<file path="src/rtl/bcd_7seg_scan.sv">
// ---------------------------------------------------------------------------
// bcd_7seg_scan
//   Display stage behind the serial binary-to-BCD converter. A 3-digit packed
//   BCD word is captured into a shadow register on load_i. The three digits
//   are then time-multiplexed onto one 7-segment bus. Each digit slot lasts
//   REFRESH_DIV cycles: one blank cycle against ghosting, then lit cycles.
//
//   Optional feature macro: LEADING_ZERO_BLANK_EN
//     When defined, leading zero digits (hundreds, then tens) are blanked.
//
// Ports
//   clk_i    in   1   clock, rising edge
//   rst_n_i  in   1   asynchronous active-low reset
//   bcd_i    in   10  {hund[9:8], tens[7:4], ones[3:0]}
//   load_i   in   1   capture bcd_i into the shadow register
//   seg_o    out  7   {g,f,e,d,c,b,a}, active-high, registered
//   an_o     out  3   active-low digit enables {hund,tens,ones}, registered
//   frame_o  out  1   one-cycle pulse per full 3-digit scan, registered
// ---------------------------------------------------------------------------
module bcd_7seg_scan #(
    parameter int REFRESH_DIV = 16,
    parameter int CNT_W       = 5
) (
    input  logic       clk_i,
    input  logic       rst_n_i,
    input  logic [9:0] bcd_i,
    input  logic       load_i,
    output logic [6:0] seg_o,
    output logic [2:0] an_o,
    output logic       frame_o
);

    localparam logic [CNT_W-1:0] CNT_LAST = CNT_W'(REFRESH_DIV - 1);

    logic [9:0]       shadow_q, shadow_d;
    logic [CNT_W-1:0] cnt_q, cnt_d;
    logic [1:0]       idx_q, idx_d;
    logic [6:0]       seg_q, seg_d;
    logic [2:0]       an_q, an_d;
    logic             frame_q, frame_d;

    logic [3:0]       digit;
    logic             slot_blank;

    function automatic logic [6:0] enc(input logic [3:0] d);
        case (d)
            4'd0:    enc = 7'h3F;
            4'd1:    enc = 7'h06;
            4'd2:    enc = 7'h5B;
            4'd3:    enc = 7'h4F;
            4'd4:    enc = 7'h66;
            4'd5:    enc = 7'h6D;
            4'd6:    enc = 7'h7D;
            4'd7:    enc = 7'h07;
            4'd8:    enc = 7'h7F;
            4'd9:    enc = 7'h6F;
            default: enc = 7'h40;  // non-BCD nibble shows a dash
        endcase
    endfunction

    // Shadow capture: a load always wins, regardless of scan position.
    always_comb begin
        shadow_d = load_i ? bcd_i : shadow_q;
    end

    // Refresh counter and digit index.
    always_comb begin
        cnt_d = cnt_q;
        idx_d = idx_q;
        if (cnt_q == CNT_LAST) begin
            cnt_d = '0;
            case (idx_q)
                2'd0:    idx_d = 2'd1;
                2'd1:    idx_d = 2'd2;
                default: idx_d = 2'd0;  // also recovers from stray idx 3
            endcase
        end else begin
            cnt_d = cnt_q + 1'b1;
        end
    end

    // Digit selection from the shadow, plus optional leading-zero blanking.
    always_comb begin
        digit      = 4'd0;
        slot_blank = 1'b0;
        case (idx_q)
            2'd0: digit = shadow_q[3:0];
            2'd1: begin
                digit = shadow_q[7:4];
`ifdef LEADING_ZERO_BLANK_EN
                slot_blank = (shadow_q[9:8] == 2'd0) && (shadow_q[7:4] == 4'd0);
`endif
            end
            2'd2: begin
                digit = {2'b00, shadow_q[9:8]};
`ifdef LEADING_ZERO_BLANK_EN
                slot_blank = (shadow_q[9:8] == 2'd0);
`endif
            end
            default: slot_blank = 1'b1;  // unreachable index stays dark
        endcase
    end

    // Output register inputs, from pre-edge cnt/idx/shadow.
    always_comb begin
        an_d    = 3'b111;
        seg_d   = 7'h00;
        frame_d = (cnt_q == CNT_LAST) && (idx_q == 2'd2);
        if ((cnt_q != '0) && !slot_blank) begin
            an_d  = ~(3'b001 << idx_q);
            seg_d = enc(digit);
        end
    end

    always_ff @(posedge clk_i or negedge rst_n_i) begin
        if (!rst_n_i) begin
            shadow_q <= '0;
            cnt_q    <= '0;
            idx_q    <= '0;
            seg_q    <= 7'h00;
            an_q     <= 3'b111;
            frame_q  <= 1'b0;
        end else begin
            shadow_q <= shadow_d;
            cnt_q    <= cnt_d;
            idx_q    <= idx_d;
            seg_q    <= seg_d;
            an_q     <= an_d;
            frame_q  <= frame_d;
        end
    end

    assign seg_o   = seg_q;
    assign an_o    = an_q;
    assign frame_o = frame_q;

endmodule

</file>
<file path="config.mk">
export PLATFORM = sky130hd
export DESIGN_NAME = bcd_7seg_scan
export DESIGN_NICKNAME = d
export VERILOG_FILES = /design/src/rtl/bcd_7seg_scan.sv
export SDC_FILE = /design/constraint.sdc
export NUM_CORES = 1
export LEC_CHECK = 0
export CAP_MARGIN = 20
export CORE_MARGIN = 10
export CORE_UTILIZATION = 50
export DETAILED_ROUTE_END_ITERATION = 8
export HOLD_SLACK_MARGIN = 0.12
export PLACE_DENSITY_LB_ADDON = 0.2
export SLEW_MARGIN = 20
export SYNTH_ARGS = -nofsm -noshare
export SYNTH_HDL_FRONTEND = slang
export SYNTH_SLANG_ARGS = --single-unit
</file>
<file path="constraint.sdc">
create_clock -name clk_i -period 2.18 [get_ports clk_i]
set_input_delay 0.327 -clock clk_i [delete_from_list [all_inputs] [get_ports clk_i]]
set_output_delay 0.327 -clock clk_i [all_outputs]
set_load 0.005 [all_outputs]
</file>
==> impl_metrics.json <==
{
  "status": "complete, no violations",
  "ys_async_sr_fraction": 1.00,
  "grt_first_pass_wirelength_mm": 4.21,
  "hold_ws_ns": 0.352,
  "routed.top_layer": "met4",
  "fin_nets": 153,
  "grt_max_degree": 29,
  "grt_pass1_vias": 976,
  "ys_types": 35,
  "vias_per_cell": 5.38,
  "drt.antenna.violating_nets": 0,
  "cts_buffers": 3,
  "std_cell_rows": 18,
  "port_buffers": 23,
  "setup_slack_ns": 0.182,
  "drtIter0Drc": 29,
  "finalCritPeriodShare": 0.917,
  "cts_root_buf": "clkbuf_4",
  "syn_avg_cell_area_sq_um": 11.9,
  "htree_num_levels": 1,
  "clockBufferDepth": 2,
  "dr.pass1.iters": 4,
  "powerDensity_nw_per_um2": 592,
  "syn_to_final_growth_pct": 23.9,
  "hold_path.class": "in2async",
  "pre_cts_ws_ns": 0.209,
  "antenna_found_initial": 0,
  "synth.cell_area_sq_um": 1290,
  "yosysSeqAreaShare": 0.547,
  "die_w_um": 70.8,
  "drcViolationCount": 0,
  "synth_edf_count": 0,
  "setup_viol": 0,
  "period_minus_slack_ns": 2.00,
  "m1WireLength_mm": 1.04,
  "drv_slew": 0,
  "grtUsageTotal": 0.100,
  "ir_worst_vdd_v": 0.000517,
  "hold_violations": 0,
  "initial_core_util": 0.520,
  "synth_ff_type": "dfrtp_1",
  "slew_headroom": 0.587,
  "endpoint_kind": "register",
  "vias": 877,
  "required_ns": 2.44,
  "cts_tree": "yes",
  "dr_wl_met2_mm": 1.19,
  "gp_congestion": 0.853,
  "rsz0062_at_grt": "no",
  "timing.fmax_mhz": 501,
  "wl_per_cell_um": 14.9,
  "syn_inst": 108,
  "cap_violations": 0,
  "tightest_slew_ns": 0.619,
  "core_area_sq_um": 2480,
  "clkSinkCount": 28,
  "critical_path_class": "reg2reg",
  "insertion_delay_ns": 0.33,
  "dieArea_sq_um": 5010,
  "syn_nets": 127,
  "ys_ff_latch": 28,
  "power_leakage_nw": 0.730,
  "crit_fanout": 11,
  "diodes": 0,
  "io-pin-count": 24,
  "clk_pin_slew_ns": 0.15,
  "dp_hpwl_mm": 1.87,
  "critical_path_arrival_ns": 2.26,
  "fin_worst_skew_ns": 0.0121,
  "wl_met3_um": 145,
  "routed_wl_mm": 2.43,
  "tns_ns": 0,
  "cts_setup_buffers": 0,
  "crit_path_start_kind": "register",
  "overflow": 0,
  "drive_gt1_frac": 0.188,
  "die_y_um": 70.8,
  "yosysWarnings": 0
}
timing repair:
item / 4_1_cts / 5_1_grt
gates resized for setup: 0 / 1
hold buffers: 0 / 0
setup endpoints to repair: 0 / 2
endpoints found under the hold margin: 0 / 0
cell usage after synthesis (2+ instances only):
master    count  area (sq um)
clkbuf_1      2          7.51
nand4_1       2          12.5
mux2_2       12           135
nor2_1        7          26.3
nand2_1       5          18.8
dfrtp_1      25           626
inv_1         6          22.5
xor2_1        2          17.5
o21ai_0       5          25.0
mux2i_1       4          40.0
nand3_1       3          15.0
dfstp_2       3          78.8
ha_1          6          75.1
buf_2         2          10.0
a21oi_1       3          15.0
nand2b_1      2          12.5
cell usage in the layout, fill, tap and decap left out, types with 2 or more instances in the layout:
master,Yosys,layout
nor2_1,7,7
dfstp_2,3,3
nand4_1,2,2
nand2_1,5,5
nand2b_1,2,2
clkbuf_4,0,3
xor2_1,2,2
dfrtp_1,25,25
mux2_2,12,12
a21oi_1,3,3
nand3_1,3,3
buf_4,0,2
mux2i_1,4,4
o21ai_0,5,5
ha_1,6,6
clkdlybuf4s50_1,0,23
inv_1,6,6
final timing paths:
kind,from,endpoint,slack (ns),cells after the start
setup / recovery,idx_q[1]$_DFFE_PN0P_,seg_o[0]$_DFF_PN0_,0.18,7
hold / removal,rst_n_i,frame_o$_DFF_PN0_,0.35,2
setup reg to reg,idx_q[1]$_DFFE_PN0P_,seg_o[0]$_DFF_PN0_,0.18,7
hold reg to reg,cnt_q[0]$_DFF_PN0_,cnt_q[0]$_DFF_PN0_,0.50,1
max in group asynchronous,rst_n_i,an_o[1]$_DFF_PN1_,1.52,2
min in group clk_i,cnt_q[0]$_DFF_PN0_,cnt_q[0]$_DFF_PN0_,0.50,1
layout make-up:
| cell class | instances | area, sq um |
|---|---|---|
| Tap cell | 30 | 37.5 |
| Sequential cell | 28 | 704 |
| Clock buffer | 4 | 36.3 |
| Inverter | 6 | 22.5 |
| Timing Repair Buffer | 25 | 245 |
| Fill cell | 207 | 881 |
| Multi-Input combinational cell | 70 | 551 |
power by group:
group          switching (mW)  leakage, nW  total (mW)  internal, mW
logic                  0.0667        0.353       0.141        0.0743
clock network           0.149       0.0210       0.251         0.102
registers              0.0119        0.356       0.553         0.541
total                   0.227        0.730       0.944         0.717
flip-flops by register name, indices dropped and copies added, names as in the netlist:
register  cells
frame_o       1
shadow_q     10
cnt_q         5
seg_o         7
an_o          3
idx_q         2
critical path: stages (launching register included):
cell     delay (ns)
dfrtp_1        0.53
nor2b_1        0.33
nand2_1        0.12
o21ai_0        0.18
inv_1          0.14
ha_1           0.26
mux2_4         0.28
o21ai_2        0.10
logic make-up after synthesis:
logic type | count (synthesis) | share of synthesized area
xor gates and xnor gates | 2 | 0.0136
DFF | 28 | 0.547
AOI/OAI and AO/OA | 15 | 0.0777
muxes | 17 | 0.148
and+or+nand+nor | 30 | 0.125
adders and majority gates | 6 | 0.0583
buffers and inverters | 10 | 0.0311
metal layers:
| layer | up-vias | GRT usage |
|---|---|---|
| li1 | 425 | - |
| met1 | 415 | 0.108 |
| met2 | 31 | 0.173 |
| met3 | 6 | 0.0293 |
| met4 | 0 | 0.0516 |
| met5 | - | 0 |
stage by stage:
stage,area [sq um],total power [mW],instances,utilization
2_1_floorplan,1290,0.648,108,-
3_3_place_gp,1550,0.694,159,0.627
3_5_place_dp,1550,0.701,159,0.627
4_1_cts,1590,0.954,163,0.642
5_1_grt,1600,0.997,163,0.644
6_report,1600,0.944,163,0.644
Note: power is estimated with default switching activity, not from simulation.
